[src/rtl/serial_cmd_initiator_pkg.sv]
// rtl/serial_cmd_initiator_pkg.sv - opcodes, FSM states and response sizes for the serial command initiator
package serial_cmd_initiator_pkg;

    localparam logic [7:0] OP_VERSION     = 8'd0;
    localparam logic [7:0] OP_DEADTICKS   = 8'd1;
    localparam logic [7:0] OP_FIRINGTICKS = 8'd2;
    localparam logic [7:0] OP_TOG_OUT     = 8'd3;
    localparam logic [7:0] OP_TOG_CLK     = 8'd4;
    localparam logic [7:0] OP_PLL_PHASE   = 8'd5;
    localparam logic [7:0] OP_MASK1       = 8'd6;
    localparam logic [7:0] OP_MASK2       = 8'd7;
    localparam logic [7:0] OP_PASSTHRU    = 8'd8;
    localparam logic [7:0] OP_HISTO       = 8'd10;
    localparam logic [7:0] OP_TOG_VETO    = 8'd11;
    localparam logic [7:0] OP_PLL_RESET   = 8'd13;
    localparam logic [7:0] OP_VETO_CYC    = 8'd14;
    localparam logic [7:0] OP_CLK_AS_IN   = 8'd15;

    localparam int HISTO_RESP_BYTES   = 288;
    localparam int VERSION_RESP_BYTES = 1;

    typedef enum logic [2:0] {
        ST_IDLE,
        ST_SEND_OP,
        ST_WAIT_OP,
        ST_SEND_ARG,
        ST_WAIT_ARG,
        ST_DRAIN,
        ST_RECV
    } state_e;

endpackage

[src/rtl/resp_word_packer.sv]
// rtl/resp_word_packer.sv - assembles response bytes into little-endian 32-bit words
module resp_word_packer #(
    parameter int IDX_W = 9
) (
    input  logic             clk,
    input  logic             reset,
    input  logic             clear,
    input  logic             byte_valid,
    input  logic [7:0]       byte_data,
    input  logic [IDX_W-1:0] byte_idx,
    output logic             word_valid,
    output logic [31:0]      word_data,
    output logic [IDX_W-3:0] word_idx
);

    logic [23:0]      acc_q, acc_d;
    logic             word_valid_q, word_valid_d;
    logic [31:0]      word_data_q, word_data_d;
    logic [IDX_W-3:0] word_idx_q, word_idx_d;

    // The top byte of a word is never stored; it completes the word directly.
    always_comb begin
        acc_d        = acc_q;
        word_valid_d = 1'b0;
        word_data_d  = word_data_q;
        word_idx_d   = word_idx_q;
        if (clear) begin
            acc_d = '0;
        end else if (byte_valid) begin
            case (byte_idx[1:0])
                2'd0:    acc_d[7:0]   = byte_data;
                2'd1:    acc_d[15:8]  = byte_data;
                2'd2:    acc_d[23:16] = byte_data;
                default: begin
                    word_valid_d = 1'b1;
                    word_data_d  = {byte_data, acc_q};
                    word_idx_d   = byte_idx[IDX_W-1:2];
                    acc_d        = '0;
                end
            endcase
        end
    end

    always_ff @(posedge clk) begin
        if (reset) begin
            acc_q        <= '0;
            word_valid_q <= 1'b0;
            word_data_q  <= '0;
            word_idx_q   <= '0;
        end else begin
            acc_q        <= acc_d;
            word_valid_q <= word_valid_d;
            word_data_q  <= word_data_d;
            word_idx_q   <= word_idx_d;
        end
    end

    assign word_valid = word_valid_q;
    assign word_data  = word_data_q;
    assign word_idx   = word_idx_q;

endmodule

[src/rtl/serial_cmd_initiator.sv]
// rtl/serial_cmd_initiator.sv - host side of the byte-serial command protocol over a UART
module serial_cmd_initiator
    import serial_cmd_initiator_pkg::*;
#(
    parameter int MAX_RESP_BYTES = 288,
    parameter int TIMEOUT_CYCLES = 1000000,
    parameter int IDX_W          = 9
) (
    input  logic             clk,
    input  logic             reset,
    input  logic             cmd_valid,
    output logic             cmd_ready,
    input  logic [7:0]       cmd_opcode,
    input  logic             cmd_has_arg,
    input  logic [7:0]       cmd_arg,
    input  logic [IDX_W-1:0] cmd_resp_len,
    input  logic             txBusy,
    output logic             txStart,
    output logic [7:0]       txData,
    input  logic             rxReady,
    input  logic [7:0]       rxData,
    output logic             resp_byte_valid,
    output logic [7:0]       resp_byte,
    output logic [IDX_W-1:0] resp_byte_idx,
    output logic             word_valid,
    output logic [31:0]      word_data,
    output logic [IDX_W-3:0] word_idx,
    output logic             done,
    output logic             timeout,
    output logic             rx_stray
);

    localparam int               TMR_W    = $clog2(TIMEOUT_CYCLES + 1);
    localparam logic [IDX_W-1:0] MAX_LEN  = IDX_W'(MAX_RESP_BYTES);
    localparam logic [TMR_W-1:0] TMR_LOAD = TMR_W'(TIMEOUT_CYCLES);
    localparam logic [TMR_W-1:0] TMR_ONE  = TMR_W'(1);

    state_e           state_q, state_d;
    logic [7:0]       opcode_q, opcode_d;
    logic [7:0]       arg_q, arg_d;
    logic             has_arg_q, has_arg_d;
    logic [IDX_W-1:0] len_q, len_d;
    logic [IDX_W-1:0] count_q, count_d;
    logic [TMR_W-1:0] timer_q, timer_d;

    logic             cmd_ready_q, cmd_ready_d;
    logic             tx_start_q, tx_start_d;
    logic [7:0]       tx_data_q, tx_data_d;
    logic             resp_byte_valid_q, resp_byte_valid_d;
    logic [7:0]       resp_byte_q, resp_byte_d;
    logic [IDX_W-1:0] resp_byte_idx_q, resp_byte_idx_d;
    logic             done_q, done_d;
    logic             timeout_q, timeout_d;
    logic             rx_stray_q, rx_stray_d;

    logic             accept;

    assign accept = (state_q == ST_IDLE) && cmd_ready_q && cmd_valid;

    always_ff @(posedge clk) begin
        if (reset) state_q <= ST_IDLE;
        else       state_q <= state_d;
    end

    always_comb begin
        state_d = state_q;
        case (state_q)
            ST_IDLE:     if (accept) state_d = ST_SEND_OP;
            ST_SEND_OP:  if (!txBusy) state_d = ST_WAIT_OP;
            ST_WAIT_OP:  state_d = has_arg_q ? ST_SEND_ARG : ST_DRAIN;
            ST_SEND_ARG: if (!txBusy) state_d = ST_WAIT_ARG;
            ST_WAIT_ARG: state_d = ST_DRAIN;
            ST_DRAIN:    if (!txBusy) state_d = (len_q == '0) ? ST_IDLE : ST_RECV;
            ST_RECV: begin
                if (count_q == len_q)                  state_d = ST_IDLE;
                else if (!rxReady && timer_q <= TMR_ONE) state_d = ST_IDLE;
            end
            default:     state_d = ST_IDLE;
        endcase
    end

    always_comb begin
        opcode_d          = opcode_q;
        arg_d             = arg_q;
        has_arg_d         = has_arg_q;
        len_d             = len_q;
        count_d           = count_q;
        timer_d           = timer_q;
        cmd_ready_d       = (state_q == ST_IDLE) && !accept;
        tx_start_d        = 1'b0;
        tx_data_d         = tx_data_q;
        resp_byte_valid_d = 1'b0;
        resp_byte_d       = resp_byte_q;
        resp_byte_idx_d   = resp_byte_idx_q;
        done_d            = 1'b0;
        timeout_d         = 1'b0;
        rx_stray_d        = rxReady && (state_q != ST_RECV);
        case (state_q)
            ST_IDLE: begin
                if (accept) begin
                    opcode_d  = cmd_opcode;
                    arg_d     = cmd_arg;
                    has_arg_d = cmd_has_arg;
                    len_d     = (cmd_resp_len > MAX_LEN) ? MAX_LEN : cmd_resp_len;
                    count_d   = '0;
                end
            end
            ST_SEND_OP: begin
                if (!txBusy) begin
                    tx_data_d  = opcode_q;
                    tx_start_d = 1'b1;
                end
            end
            ST_SEND_ARG: begin
                if (!txBusy) begin
                    tx_data_d  = arg_q;
                    tx_start_d = 1'b1;
                end
            end
            ST_DRAIN: begin
                if (!txBusy) begin
                    if (len_q == '0) done_d  = 1'b1;
                    else             timer_d = TMR_LOAD;
                end
            end
            ST_RECV: begin
                // A byte arriving in the expiry cycle still counts and restarts the timer.
                if (count_q == len_q) begin
                    done_d = 1'b1;
                end else if (rxReady) begin
                    resp_byte_valid_d = 1'b1;
                    resp_byte_d       = rxData;
                    resp_byte_idx_d   = count_q;
                    count_d           = count_q + 1'b1;
                    timer_d           = TMR_LOAD;
                end else if (timer_q <= TMR_ONE) begin
                    timeout_d = 1'b1;
                    done_d    = 1'b1;
                end else begin
                    timer_d = timer_q - 1'b1;
                end
            end
            default: ;
        endcase
    end

    always_ff @(posedge clk) begin
        if (reset) begin
            opcode_q          <= '0;
            arg_q             <= '0;
            has_arg_q         <= 1'b0;
            len_q             <= '0;
            count_q           <= '0;
            timer_q           <= '0;
            cmd_ready_q       <= 1'b0;
            tx_start_q        <= 1'b0;
            tx_data_q         <= '0;
            resp_byte_valid_q <= 1'b0;
            resp_byte_q       <= '0;
            resp_byte_idx_q   <= '0;
            done_q            <= 1'b0;
            timeout_q         <= 1'b0;
            rx_stray_q        <= 1'b0;
        end else begin
            opcode_q          <= opcode_d;
            arg_q             <= arg_d;
            has_arg_q         <= has_arg_d;
            len_q             <= len_d;
            count_q           <= count_d;
            timer_q           <= timer_d;
            cmd_ready_q       <= cmd_ready_d;
            tx_start_q        <= tx_start_d;
            tx_data_q         <= tx_data_d;
            resp_byte_valid_q <= resp_byte_valid_d;
            resp_byte_q       <= resp_byte_d;
            resp_byte_idx_q   <= resp_byte_idx_d;
            done_q            <= done_d;
            timeout_q         <= timeout_d;
            rx_stray_q        <= rx_stray_d;
        end
    end

    resp_word_packer #(
        .IDX_W(IDX_W)
    ) u_packer (
        .clk        (clk),
        .reset      (reset),
        .clear      (accept),
        .byte_valid (resp_byte_valid_q),
        .byte_data  (resp_byte_q),
        .byte_idx   (resp_byte_idx_q),
        .word_valid (word_valid),
        .word_data  (word_data),
        .word_idx   (word_idx)
    );

    assign cmd_ready       = cmd_ready_q;
    assign txStart         = tx_start_q;
    assign txData          = tx_data_q;
    assign resp_byte_valid = resp_byte_valid_q;
    assign resp_byte       = resp_byte_q;
    assign resp_byte_idx   = resp_byte_idx_q;
    assign done            = done_q;
    assign timeout         = timeout_q;
    assign rx_stray        = rx_stray_q;

endmodule

[config.mk]
export PLATFORM = sky130hd
export DESIGN_NAME = serial_cmd_initiator
export DESIGN_NICKNAME = d
export VERILOG_FILES = /design/src/rtl/serial_cmd_initiator_pkg.sv /design/src/rtl/resp_word_packer.sv /design/src/rtl/serial_cmd_initiator.sv
export SDC_FILE = /design/constraint.sdc
export NUM_CORES = 1
export LEC_CHECK = 0
export CAP_MARGIN = 20
export CELL_PAD_IN_SITES_DETAIL_PLACEMENT = 1
export CELL_PAD_IN_SITES_GLOBAL_PLACEMENT = 1
export CORE_UTILIZATION = 39
export DETAILED_ROUTE_END_ITERATION = 8
export PLACE_DENSITY = 0.8
export SETUP_SLACK_MARGIN = 0.3
export SLEW_MARGIN = 10
export SYNTH_ARGS = -nofsm -noshare
export SYNTH_HDL_FRONTEND = slang
export SYNTH_HIERARCHICAL = 1
export SYNTH_SLANG_ARGS = --single-unit
[constraint.sdc]
create_clock -name clk -period 3 [get_ports clk]
set_input_delay 0.6 -clock clk [delete_from_list [all_inputs] [get_ports clk]]
set_output_delay 0.6 -clock clk [all_outputs]
set_load 0.01 [all_outputs]
* Word level (Yosys, flattened, before mapping)
Index checks and enable logic that the tools add are counted.
Storage, ports and cells: output and inout bits 71, bits in registers 153, input port bits 39, logic and storage cells 121
Cells by class: multiplexer cells 35, add/subtract/negate cells 2, reductions and logical operators 32, bitwise operators 9, $lt $le $gt $ge 2, eq/ne operators 19
Operator list (number):
- 20-bit two-way mux | 5
- 8-bit one-hot mux with 2 select lines | 4
- 20-bit one-hot mux with 2 select lines | 1
- 9-bit two-way mux | 4
- 3-bit two-way mux | 8
- 3-bit one-hot mux with 7 select lines | 1
- 20-bit by 1-bit <= comparator with 1-bit output (second input constant) | 1
- 20-bit by 1-bit subtractor with 20-bit output (second input constant) | 1
- 9-bit one-hot mux with 2 select lines | 1
- 8-bit two-way mux | 2
- 2-bit inequality test (second input constant) | 7
- 2-bit OR reduction | 6
- 5-bit AND reduction | 2
- 9-bit by 1-bit adder with 9-bit output (second input constant) | 1
- 3-bit == test (second input constant) | 3
- 9-bit == test | 1
- 9-bit > comparator (second input constant) | 1
- 9-bit zero test | 1
- 3-bit inequality test (second input constant) | 3
- 1-bit inverter | 9
- 3-bit AND reduction | 3
- 3-bit OR reduction | 3
- 1-bit two-way mux | 8
- 2-bit AND reduction | 4
- other kinds (11) | 19

* Longest topological paths before layout
depth after elaboration 5, gate-level depth with buffers 11, depth with buffers taken out 8

* Hierarchy
The synthesis kept the hierarchy.
Modules (own cells, without submodules):
- serial_cmd_initiator | seq. area each 1781.7 µm², instances 1, cells each 441, area an instance 3888.7 µm²
- resp_word_packer | seq. area each 1281.2 µm², instances 1, cells each 291, area an instance 2402.3 µm²

* Least setup slack after synthesis
OpenSTA, ideal clock, no wires.
path kind register to register, start reg state_q[0], end reg u_packer.word_data_q[20] (netlist: u_packer/word_data[20]), setup slack 0.733 ns, clock period less this slack 2.267 ns, cell stages (with the launch flop) 11, setup time 0.071 ns, buffers on the path 4, data required time 2.929 ns, arrival 2.196 ns, cell sequence dfxtp_1 -> clkbuf_1 -> nor3_1 -> nand3_1 -> inv_1 -> clkbuf_1 -> clkbuf_1 -> nand3b_1 -> clkbuf_1 -> nand2_1 -> a21oi_2
On the way: cells in the longest elaborated chain, start to end 5
Ends and longest elaborated chain:
- from (decl) | RTL line serial_cmd_initiator.sv:38 | state_e state_q, state_d;
- from (signal assigned) | RTL line serial_cmd_initiator.sv:62 | else state_q <= state_d;
- 3-bit zero test | RTL line serial_cmd_initiator.sv:58 | assign accept = (state_q == ST_IDLE) && cmd_ready_q && cmd_valid;
- 1-bit logical AND (2 in series) | RTL line serial_cmd_initiator.sv:58
- net accept | RTL line serial_cmd_initiator.sv:56 | logic accept;
- 1-bit inverter (no source line)
- 3-bit AND reduction (no source line)
- to (signal assigned) | RTL line resp_word_packer.sv:53 | word_data_q <= word_data_d;
- to (decl) | RTL line resp_word_packer.sv:18 | logic [31:0] word_data_q, word_data_d;
The timed path passes the listed nets, and every way through them passes these cells. A chain may end at the register's enable or synchronous reset.

* Worst setup path after layout
start reg count_q[1], end reg timer_q[1]
On the way: cells in the longest elaborated chain, start to end 3
Ends and longest elaborated chain:
- from (decl) | RTL line serial_cmd_initiator.sv:43 | logic [IDX_W-1:0] count_q, count_d;
- from (signal assigned) | RTL line serial_cmd_initiator.sv:169 | count_q <= count_d;
- 9-bit == test | RTL line serial_cmd_initiator.sv:128 | if (count_q == len_q) begin
- 2-bit inequality test (no source line)
- 5-bit AND reduction (no source line)
- to (signal assigned) | RTL line serial_cmd_initiator.sv:170 | timer_q <= timer_d;
- to (decl) | RTL line serial_cmd_initiator.sv:44 | logic [TMR_W-1:0] timer_q, timer_d;
No other way between the ends.

==> impl_metrics.toml <==
[run_status]
status = "finished, final reports clean"

[place]
portBuffers = 109
place_congestion = 0.883
dpl.hpwl_mm = 12.6

[worst_hold_path]
hold_depth = 2
worst_hold_path_type = "flip-flop to flip-flop"

[global_route]
grt_use_total = 0.224
grt_max_degree = 53
grt-ovfl-total = 0
grt_pass1_vias = 5760
grt_antenna_before_repair = 0
grt_pass1_wl_mm = 29.0

[job]
maxCapViolCount = 0

[finish]
drive_above_1_share = 0.0819
nets = 875
multiInputGateArea_sq_um = 3000
register_area_sq_um = 3060
antenna_cells = 0
fill_cells = 1819
synthToLayoutAreaGrowth_pct = 30.8

[critical_path]
crit_required_ns = 3.32
critPathMaxFanout = 16
rr_worst_depth = 5
crit_type = "flip-flop to flip-flop"
cp.arrival_ns = 2.84
crit_path_start_kind = "flip-flop"
crit_path_end_kind = "flip-flop"

[die]
core_sq_um = 15800
ioPinCount = 110
start_util = 0.397
fp-row-count = 46
die-area_sq_um = 16600
die_w_um = 129
die_y_um = 129

[detailed_routing]
vias = 5657
wl_mm = 17.8
wl_met1_mm = 7.99
drc_errors = 0
top_layer_used = "met4"
routed-wl-met3_um = 729
vias_per_cell = 5.35
met2_length_mm = 8.80
postRouteAntennaNets = 0
post_drt_wl_per_cell_um = 16.8
dr.first_iter.drc_count = 228
dr.pass1.iters = 4

[synthesis]
syn_nets = 778
synth-seq-area-share = 0.487
syn_inst = 732
synthAdderAreaFrac = 0.0139
synth_xor_xnor_area_share = 0.0223
ys.flop_type = "dfxtp_1"
netlist_area_sq_um = 6290
yosys_warnings = 6
synth-compound-area-share = 0.163
muxShareOfSynthArea = 0.0318
synth.distinct_cells = 58
synth_top_family_by_area = "simple AND/OR/NAND/NOR gates"
synth-async-reset-ratio = 0
synth_seq_cells = 153
synth_area_per_cell_sq_um = 8.59
synthSimpleGateAreaFrac = 0.243
synth_edf_count = 0

[sta]
drv_slew = 0
finalHoldViolCount = 0
max_clock_freq_mhz = 396
rsz0062_at_grt = "no"
setup_viol_count_final = 0
fin_crit_sh = 0.841
tns_ns = 0
slew-limit-headroom = 0.455
worst_pin_slew_ns = 0.817
fin_crit_ns = 2.52
skew_ns = 0.00555

[clock_tree]
post_cts_buffers = 0
cts_sinks = 153
cts_tree = "yes"
cts_hold_buffers = 0
cts_made_buffers = 17
clkLatencyLatePin_ns = 0.43
cts-root-buf = "clkbuf_16"
cts_buffer_depth = 2
clkTransAtPathRegs_ns = 0.06
cts.repair.resized = 0
h-tree-depth = 4

[pwr]
total_power_w = 0.00530
power_density_nw_per_um2 = 644
ir_worst_vdd_uv = 407
p_leak_nw = 2.82
[cells by family (layout without fill, tap and decap cells)]
kind of cell / after synthesis / after routing
compound gates: 164 / 164
xor+xnor: 16 / 16
fa+ha+maj: 7 / 7
buf+inv: 54 / 164
flops: 153 / 153
mux: 20 / 20
simple gates: 318 / 318
[final cells by class]
cell class,count,area share
Sequential cell,153,0.372
Multi-Input combinational cell,525,0.364
Timing Repair Buffer,123,0.145
Clock buffer,22,0.0588
Tap cell,216,0.0328
Clock inverter,10,0.0228
Inverter,9,0.00411
[sequential cells by signal (all words and copies together), names as in the netlist]
name / cells
u_packer/word_data: 32
resp_byte_idx: 9
len_q: 9
u_packer/acc_q: 24
cmd_ready: 1
arg_q: 8
resp_byte_valid: 1
txData: 8
u_packer/word_valid: 1
has_arg_q: 1
txStart: 1
rx_stray: 1
resp_byte: 8
opcode_q: 8
done: 1
timeout: 1
timer_q: 20
u_packer/word_idx: 7
state_q: 3
count_q: 9
[worst max-delay path, cell delays in order (launching register included)]
cell and delay (ns):
dfxtp_1 0.48, xor2_1 0.11, nor3_1 0.52, a31oi_4 0.36
or3_1 0.62, a211oi_1 0.33
[layer usage]
layer / up-vias / GRT usage
li1: 2744 / -
met1: 2770 / 0.269
met2: 120 / 0.388
met3: 23 / 0.0520
met4: 0 / 0.0830
met5: - / 0
[path summary, 6_finish.rpt]
path | startpoint | endpoint | slack, ns
worst min register to register | txData[2] | txData[2] | 0.45
worst max-delay path | count_q[1] | timer_q[1] | 0.48
worst max register to register | count_q[1] | timer_q[1] | 0.48
worst min-delay path | txData[2] | txData[2] | 0.45
[through the flow]
| step | cells | cell area, sq um | setup slack [ns] | util | hold WS [ns] |
|---|---|---|---|---|---|
| finish | 1058 | 8230 | 0.477 | 0.520 | 0.453 |
| detailed placement | 1026 | 7560 | 0.309 | 0.477 | 0.447 |
| floorplan | 732 | 6290 | 0.733 | - | 0.432 |
| global placement | 1026 | 7560 | 0.448 | 0.477 | 0.441 |
| global route | 1058 | 8230 | 0.312 | 0.520 | 0.473 |
| CTS | 1058 | 8230 | 0.476 | 0.520 | 0.454 |
[power breakdown]
| part | switching (W) | internal [W] | leakage [nW] |
|---|---|---|---|
| Combinational | 0.000424 | 0.000262 | 1.26 |
| Sequential | 0.0000877 | 0.00211 | 1.23 |
| Clock | 0.000847 | 0.00157 | 0.323 |
| Total | 0.00136 | 0.00394 | 2.82 |
[cell usage in the layout (no fill, tap or decap), types with 9 or more instances in the layout]
cell type,n
inv_1,9
or3_1,12
a21oi_2,10
a21oi_1,95
nand3_1,31
mux2i_1,20
dfxtp_1,153
xor2_1,14
nand2_1,164
clkbuf_16,17
clkdlybuf4s50_1,108
nor2_1,42
nor3_1,13
buf_4,15
o21ai_0,11
[Yosys cell counts, types with 3 or more instances]
master | number | area [sq um]
a21oi_1 | 95 | 475
a21oi_2 | 10 | 87.6
a22o_1 | 5 | 43.8
a31oi_1 | 9 | 56.3
and2_1 | 3 | 18.8
and3_1 | 5 | 31.3
and3b_1 | 3 | 26.3
buf_2 | 14 | 70.1
buf_6 | 3 | 33.8
clkbuf_1 | 26 | 97.6
dfxtp_1 | 153 | 3060
ha_1 | 7 | 87.6
inv_1 | 9 | 33.8
mux2i_1 | 20 | 200
nand2_1 | 164 | 616
nand2b_1 | 5 | 31.3
nand3_1 | 31 | 155
nand3b_1 | 5 | 37.5
nor2_1 | 42 | 158
nor2b_1 | 4 | 25.0
nor3_1 | 13 | 65.1
nor4_1 | 6 | 37.5
o2111ai_1 | 4 | 35.0
o21a_1 | 4 | 30.0
o21ai_0 | 11 | 55.1
o221ai_1 | 8 | 70.1
o31ai_1 | 4 | 30.0
or3_1 | 12 | 75.1
or4_1 | 7 | 52.6
xor2_1 | 14 | 123
Note: power is estimated with default switching activity, not from simulation.
